`src/rtl/fp_mant_normalizer.sv`:
```
// -----------------------------------------------------------------------------
// fp_mant_normalizer
//
// Post-add normalizer for the single-precision FP adder. It is the left-shift
// counterpart of the alignment barrel shifter. It takes the raw mantissa sum,
// including the adder carry-out, and the common exponent. It returns a
// mantissa with its MSB set, the adjusted exponent, and zero/overflow/underflow
// flags.
//
// The shift is iterative: one binary-weighted step per cycle, from 2^(N-1)
// down to 1. A step is taken only when the top 2^k bits are all zero and the
// exponent can absorb the shift without reaching zero. Latency does not
// depend on the data:
//   - normal / carry path : out_valid rises NUM_STEPS cycles after the accept edge
//   - zero / overflow path: out_valid rises 1 cycle after the accept edge
//
// Ports
//   clk        in   1          clock, rising edge
//   rst_n      in   1          asynchronous reset, active low
//   in_valid   in   1          input operand valid
//   in_ready   out  1          block can accept (IDLE and not in reset)
//   in_mant    in   MANT_W+1   raw sum; bit MANT_W is the adder carry-out
//   in_exp     in   EXP_W      common (larger) exponent
//   out_valid  out  1          result valid; held until out_ready
//   out_ready  in   1          downstream accepts the result
//   out_mant   out  MANT_W     normalized mantissa
//   out_exp    out  EXP_W      adjusted exponent
//   out_zero   out  1          result is exact zero
//   out_ovf    out  1          exponent overflow (result is infinity)
//   out_unf    out  1          could not fully normalize (denormal result)
// -----------------------------------------------------------------------------
module fp_mant_normalizer #(
    parameter int MANT_W    = 24,
    parameter int EXP_W     = 8,
    parameter int NUM_STEPS = $clog2(MANT_W)
) (
    input  logic              clk,
    input  logic              rst_n,
    input  logic              in_valid,
    output logic              in_ready,
    input  logic [MANT_W:0]   in_mant,
    input  logic [EXP_W-1:0]  in_exp,
    output logic              out_valid,
    input  logic              out_ready,
    output logic [MANT_W-1:0] out_mant,
    output logic [EXP_W-1:0]  out_exp,
    output logic              out_zero,
    output logic              out_ovf,
    output logic              out_unf
);

    localparam int STEP_W = (NUM_STEPS > 1) ? $clog2(NUM_STEPS) : 1;

    localparam logic [STEP_W-1:0] STEP_LAST = STEP_W'(NUM_STEPS - 1);
    localparam logic [STEP_W-1:0] STEP_ONE  = STEP_W'(1);
    localparam logic [EXP_W-1:0]  EXP_MAX   = '1;
    localparam logic [EXP_W:0]    EXP_ONE_X = (EXP_W + 1)'(1);

    typedef enum logic [1:0] {
        IDLE  = 2'd0,
        SHIFT = 2'd1,
        DONE  = 2'd2
    } state_t;

    // -------------------------------------------------------------------------
    // State and datapath registers
    // -------------------------------------------------------------------------
    state_t            state_q,     state_d;
    logic [STEP_W-1:0] step_q,      step_d;
    logic [MANT_W-1:0] mant_q,      mant_d;
    logic [EXP_W-1:0]  exp_q,       exp_d;
    logic              out_valid_q, out_valid_d;
    logic [MANT_W-1:0] out_mant_q,  out_mant_d;
    logic [EXP_W-1:0]  out_exp_q,   out_exp_d;
    logic              out_zero_q,  out_zero_d;
    logic              out_ovf_q,   out_ovf_d;
    logic              out_unf_q,   out_unf_d;

    // -------------------------------------------------------------------------
    // Single shift step datapath (step k shifts by 2^k)
    // -------------------------------------------------------------------------
    logic [EXP_W:0]    shift_amt;
    logic [MANT_W-1:0] top_mask;
    logic              top_zero;
    logic              exp_room;
    logic              do_shift;
    logic [MANT_W-1:0] mant_step;
    logic [EXP_W-1:0]  exp_step;

    always_comb begin
        shift_amt = EXP_ONE_X << step_q;
        // The mask selects the top shift_amt bits of the mantissa.
        top_mask  = ~({MANT_W{1'b1}} >> shift_amt);
        top_zero  = ((mant_q & top_mask) == '0);
        // A strict comparison keeps the exponent at 1 or above while shifting.
        // An exponent of 0 therefore blocks every step.
        exp_room  = ({1'b0, exp_q} > shift_amt);
        do_shift  = top_zero && exp_room;
        mant_step = do_shift ? (mant_q << shift_amt) : mant_q;
        exp_step  = do_shift ? (exp_q - shift_amt[EXP_W-1:0]) : exp_q;
    end

    // -------------------------------------------------------------------------
    // Carry-path exponent, widened so that an all-ones exponent cannot wrap
    // -------------------------------------------------------------------------
    logic [EXP_W:0] exp_inc;
    logic           carry_ovf;

    always_comb begin
        exp_inc   = {1'b0, in_exp} + EXP_ONE_X;
        carry_ovf = (exp_inc >= {1'b0, EXP_MAX});
    end

    // -------------------------------------------------------------------------
    // Next-state and output logic
    // -------------------------------------------------------------------------
    always_comb begin
        // NOTE: every signal gets a default here, so each path through the
        // case statement is fully specified and no latch is inferred.
        state_d     = state_q;
        step_d      = step_q;
        mant_d      = mant_q;
        exp_d       = exp_q;
        out_valid_d = out_valid_q;
        out_mant_d  = out_mant_q;
        out_exp_d   = out_exp_q;
        out_zero_d  = out_zero_q;
        out_ovf_d   = out_ovf_q;
        out_unf_d   = out_unf_q;

        unique case (state_q)
            IDLE: begin
                if (in_valid) begin
                    if (in_mant == '0) begin
                        out_mant_d = '0;
                        out_exp_d  = '0;
                        out_zero_d = 1'b1;
                        state_d    = DONE;
                    end else if (in_mant[MANT_W] && carry_ovf) begin
                        out_mant_d = '0;
                        out_exp_d  = EXP_MAX;
                        out_ovf_d  = 1'b1;
                        state_d    = DONE;
                    end else if (in_mant[MANT_W]) begin
                        // The carry-out becomes the new hidden bit and the LSB
                        // is dropped. The shift steps then find nothing to do,
                        // which keeps the latency the same as the normal path.
                        mant_d  = in_mant[MANT_W:1];
                        exp_d   = exp_inc[EXP_W-1:0];
                        step_d  = STEP_LAST;
                        state_d = SHIFT;
                    end else begin
                        mant_d  = in_mant[MANT_W-1:0];
                        exp_d   = in_exp;
                        step_d  = STEP_LAST;
                        state_d = SHIFT;
                    end
                end
            end

            SHIFT: begin
                mant_d = mant_step;
                exp_d  = exp_step;
                if (step_q == '0) begin
                    out_valid_d = 1'b1;
                    out_mant_d  = mant_step;
                    if (mant_step[MANT_W-1]) begin
                        out_exp_d = exp_step;
                        out_unf_d = 1'b0;
                    end else begin
                        out_exp_d = '0;
                        out_unf_d = 1'b1;
                    end
                    state_d = DONE;
                end else begin
                    step_d = step_q - STEP_ONE;
                end
            end

            DONE: begin
                // The zero/overflow shortcut arrives here with out_valid still
                // low. Raising it one cycle later gives that path its fixed
                // single-cycle latency.
                if (!out_valid_q) begin
                    out_valid_d = 1'b1;
                end else if (out_ready) begin
                    out_valid_d = 1'b0;
                    out_zero_d  = 1'b0;
                    out_ovf_d   = 1'b0;
                    out_unf_d   = 1'b0;
                    state_d     = IDLE;
                end
            end

            default: begin
                state_d = IDLE;
            end
        endcase
    end

    // -------------------------------------------------------------------------
    // Registers
    // -------------------------------------------------------------------------
    // NOTE: every register, including the internal datapath, is cleared by
    // the asynchronous reset. An operation interrupted by reset leaves nothing
    // behind.
    always_ff @(posedge clk or negedge rst_n) begin
        if (!rst_n) begin
            // NOTE: non-blocking assignments keep all flops updating from the
            // same pre-edge values, whatever order the statements are in.
            state_q     <= IDLE;
            step_q      <= '0;
            mant_q      <= '0;
            exp_q       <= '0;
            out_valid_q <= 1'b0;
            out_mant_q  <= '0;
            out_exp_q   <= '0;
            out_zero_q  <= 1'b0;
            out_ovf_q   <= 1'b0;
            out_unf_q   <= 1'b0;
        end else begin
            state_q     <= state_d;
            step_q      <= step_d;
            mant_q      <= mant_d;
            exp_q       <= exp_d;
            out_valid_q <= out_valid_d;
            out_mant_q  <= out_mant_d;
            out_exp_q   <= out_exp_d;
            out_zero_q  <= out_zero_d;
            out_ovf_q   <= out_ovf_d;
            out_unf_q   <= out_unf_d;
        end
    end

    // -------------------------------------------------------------------------
    // Outputs
    // -------------------------------------------------------------------------
    // rst_n is included so that in_ready drops as soon as reset asserts.
    assign in_ready  = rst_n && (state_q == IDLE);
    assign out_valid = out_valid_q;
    assign out_mant  = out_mant_q;
    assign out_exp   = out_exp_q;
    assign out_zero  = out_zero_q;
    assign out_ovf   = out_ovf_q;
    assign out_unf   = out_unf_q;

`ifndef SYNTHESIS
    // A result that is offered but not yet taken must not change.
    assert property (@(posedge clk) disable iff (!rst_n)
        (out_valid_q && !out_ready) |=>
            (out_valid_q && $stable(out_mant_q) && $stable(out_exp_q) &&
             $stable(out_zero_q) && $stable(out_ovf_q) && $stable(out_unf_q)));

    // Operations never overlap.
    assert property (@(posedge clk) disable iff (!rst_n)
        !(in_ready && out_valid_q));
`endif

endmodule

```
`config.mk`:
```
export PLATFORM = sky130hd
export DESIGN_NAME = fp_mant_normalizer
export DESIGN_NICKNAME = d
export VERILOG_FILES = /design/src/rtl/fp_mant_normalizer.sv
export SDC_FILE = /design/constraint.sdc
export NUM_CORES = 1
export LEC_CHECK = 0
export CAP_MARGIN = 20
export CORE_MARGIN = 3
export CORE_UTILIZATION = 35
export CTS_CLUSTER_DIAMETER = 150
export DETAILED_ROUTE_END_ITERATION = 10
export PLACE_DENSITY_LB_ADDON = 0.3
export SYNTH_ARGS = -nofsm -noshare
export SYNTH_HDL_FRONTEND = slang
export SYNTH_SLANG_ARGS = --single-unit
```
`constraint.sdc`:
```
create_clock -name clk -period 9.9 [get_ports clk]
set_input_delay 2.97 -clock clk [delete_from_list [all_inputs] [get_ports clk]]
set_output_delay 2.97 -clock clk [all_outputs]
set_load 0.02 [all_outputs]
```
==> results by group <==
Outcome
  – Run status: completed

Floorplan
  – Die Ht: between 100 and 150 um
  – Rows: 47
  – Die area: 19300 sq um
  – Initial core utilization: 0.365
  – Die X: 139 um
  – Area of the core: 16900 sq um
  – Ports: 74

Placement
  – Final RePlAce weighted congestion: 0.981
  – Buffers on Ports: 73
  – Dpl hpwl: 15.5 mm

Global routing
  – Largest net degree at the start of global routing: 75
  – First-pass GRT wire length: 34.0 mm
  – Global route total overflow: 0
  – Initial antenna violation count: 0
  – Vias in the first global route: between 5000 and 6000
  – Gr usage total: 0.221

Clock network
  – Clock latency at the later pin of the worst-skew pair: 350 ps
  – TritonCTS clock tree: yes
  – Root Driver: clkbuf_16
  – H-tree levels: 3
  – Clock transition at path regs: about 60 ps
  – Max Root-Sink Buffers: 2
  – Hold_buf cts: 0
  – PostCTS Resize Cnt: 0
  – Num CTS Buffers: 9
  – Clock sinks: between 70 and 80
  – Setup Buffers After CTS: 0

Synthesis
  – Gate Count Post-Synth: around 730
  – Ys async rst share: 1.00
  – Syn nets: 787
  – Syn. warnings: 0
  – Distinct cell type count after synthesis: 71
  – Synth top area cells: dfrtp_1 30%, mux2i_1 7.8%, nand2_1 5.7%
  – Synthesized cell area: between 6000 and 7000 sq um
  – Post-synth top area share: 0.296
  – Syn avg cell area: 8.42 sq um
  – Post-synthesis register bit count: 73
  – Sequential cell area fraction in the yosys report: 0.296
  – Area leader, netlist: dfrtp_1
  – Main flop type after synthesis: dfrtp_1
  – Post-synth EDFFs: 0

Worst hold path
  – Worst min path class: flip-flop to flip-flop

Timing
  – Final TNS setup: 0 ps
  – Slew Viols, Final: 0
  – Rel. slew slack: 0.269
  – Skew final: 11.5 ps
  – Final Hold Vio Count: 0
  – Final Setup Violations: 0
  – Unrepaired setup endpoints after global routing: no
  – Worst Max-Slew Pin Slew: roughly 1100 ps
  – Fmax: 0.133 GHz
  – Post-route clock period utilization: 0.762
  – Crit path time final: 7550 ps

Layout
  – Share of post-route cells with drive strength above 1: 0.0842
  – Area of the multi-input gates: just under 4000 sq um
  – Most common cell after layout, fill and taps aside: nand2_1
  – # diodes: 0
  – Synthesis-to-layout area growth: 18.6%
  – Most frequent cells in the layout: 93 x nand2_1, 73 x dfrtp_1, 72 x clkdlybuf4s50_1
  – Nets: 820
  – Fillers: 1699
  – Total area of sequential cells: 1830 sq um

Detailed routing
  – DRC Markers: 0
  – Wirelength, routed: 21.7 mm
  – Vias per cell: 6.22
  – First-pass detailed-route iteration total: 6
  – WL per Instance: 21.9 um
  – Antenna Violating Nets Remaining: 0
  – DR iter-0 viols: approximately 810
  – Vias: slightly above 6000

Setup path
  – Critical Path End Type: output pin
  – Arrival time at the worst endpoint: approximately 4600 ps
  – Crit Path Class: input port to output pin
  – CP Max Fanout: 74
  – Worst Setup Start Kind: input port
  – Critical Path RT: 6930 ps

Power
  – Leakage: 2.90 nW
  – Total Power: 0.00288 W
  – Max VDD drop: 0.167 mV
  – Pwr/cell area: 393 nW/um^2

Job
  – Max cap viols: 0
## critical path: stages
cell and delay [ps]:
buf_4 700, nor3b_1 260, clkdlybuf4s50_1 630
## cell families after synthesis
group,Yosys count,share of synthesized area
xor gates and xnor gates,12,0.0170
AOI/OAI and AO/OA,217,0.251
and+or+nand+nor,253,0.200
muxes,67,0.134
buffers and inverters,96,0.0689
DFF,73,0.296
adders and majority gates,16,0.0336
## flip-flops by register name, indices dropped and copies added, names as in the netlist
| register | cells |
|---|---|
| state_q | 2 |
| out_exp | 8 |
| mant_q | 24 |
| out_mant | 24 |
| exp_q | 8 |
| out_zero | 1 |
| step_q | 3 |
| out_unf | 1 |
| out_ovf | 1 |
| out_valid | 1 |
## per-stage QoR
| stage | instance area, sq um | util | instances | hold slack, ps | setup slack, ps |
|---|---|---|---|---|---|
| global placement | 6970 | 0.412 | 975 | 463 | 2290 |
| finish | 7330 | 0.433 | 992 | 473 | 2350 |
| floorplan | 6180 | - | 734 | 473 | 3440 |
| detailed placement | 6970 | 0.412 | 975 | 469 | 2270 |
| CTS | 7320 | 0.432 | 991 | 482 | 2280 |
| global route | 7330 | 0.433 | 992 | 503 | 2180 |
## cell type report
cell class | count | share of cell area
clock buffers | 11 | 0.0331
well taps | 220 | 0.0376
inverters | 31 | 0.0159
repair buffers | 87 | 0.114
clock inverters | 5 | 0.0140
flip-flops and latches | 73 | 0.249
multi-input cells | 565 | 0.536
## cell usage after synthesis (all sizes together), types with 5 or more instances
library cell and number:
a211oi 9, a21o 6, a21oi 26, a221o 10
a221oi 7, a22oi 7, a31oi 11, a32oi 7
and2 7, and3 9, buf 28, clkbuf 37
dfrtp 73, ha 15, inv 27, mux2 7
mux2i 48, mux4 12, nand2 93, nand2b 11
nand3 21, nand4 10, nor2 47, nor2b 10
nor3 10, nor4 14, o211a 5, o211ai 17
o21a 6, o21ai 51, o221a 5, o22ai 8
or3 6, xnor2 8
## worst paths after layout
check	from	end	slack, ps	depth (start not counted)
setup / recovery	rst_n	in_ready	2350	3
hold / removal	out_mant[9]	out_mant[9]	470	2
setup reg to reg	step_q[2]	out_exp[6]	4330	10
hold reg to reg	out_mant[9]	out_mant[9]	470	2
max in group asynchronous	rst_n	out_mant[19]	6510	1
min in group asynchronous	rst_n	out_valid	2760	1
## layer usage
layer,track usage,routed length (um)
met2,0.309,9110
met3,0.0572,2230
met5,0,0
met4,0.0700,463
met1,0.330,9940
## where the power goes
| part | switching (W) | internal (W) |
|---|---|---|
| Sequential | 0.000217 | 0.000436 |
| Clock | 0.000130 | 0.000253 |
| Combinational | 0.00110 | 0.000740 |
| Total | 0.00145 | 0.00143 |
Note: power is estimated with default switching activity, not from simulation.
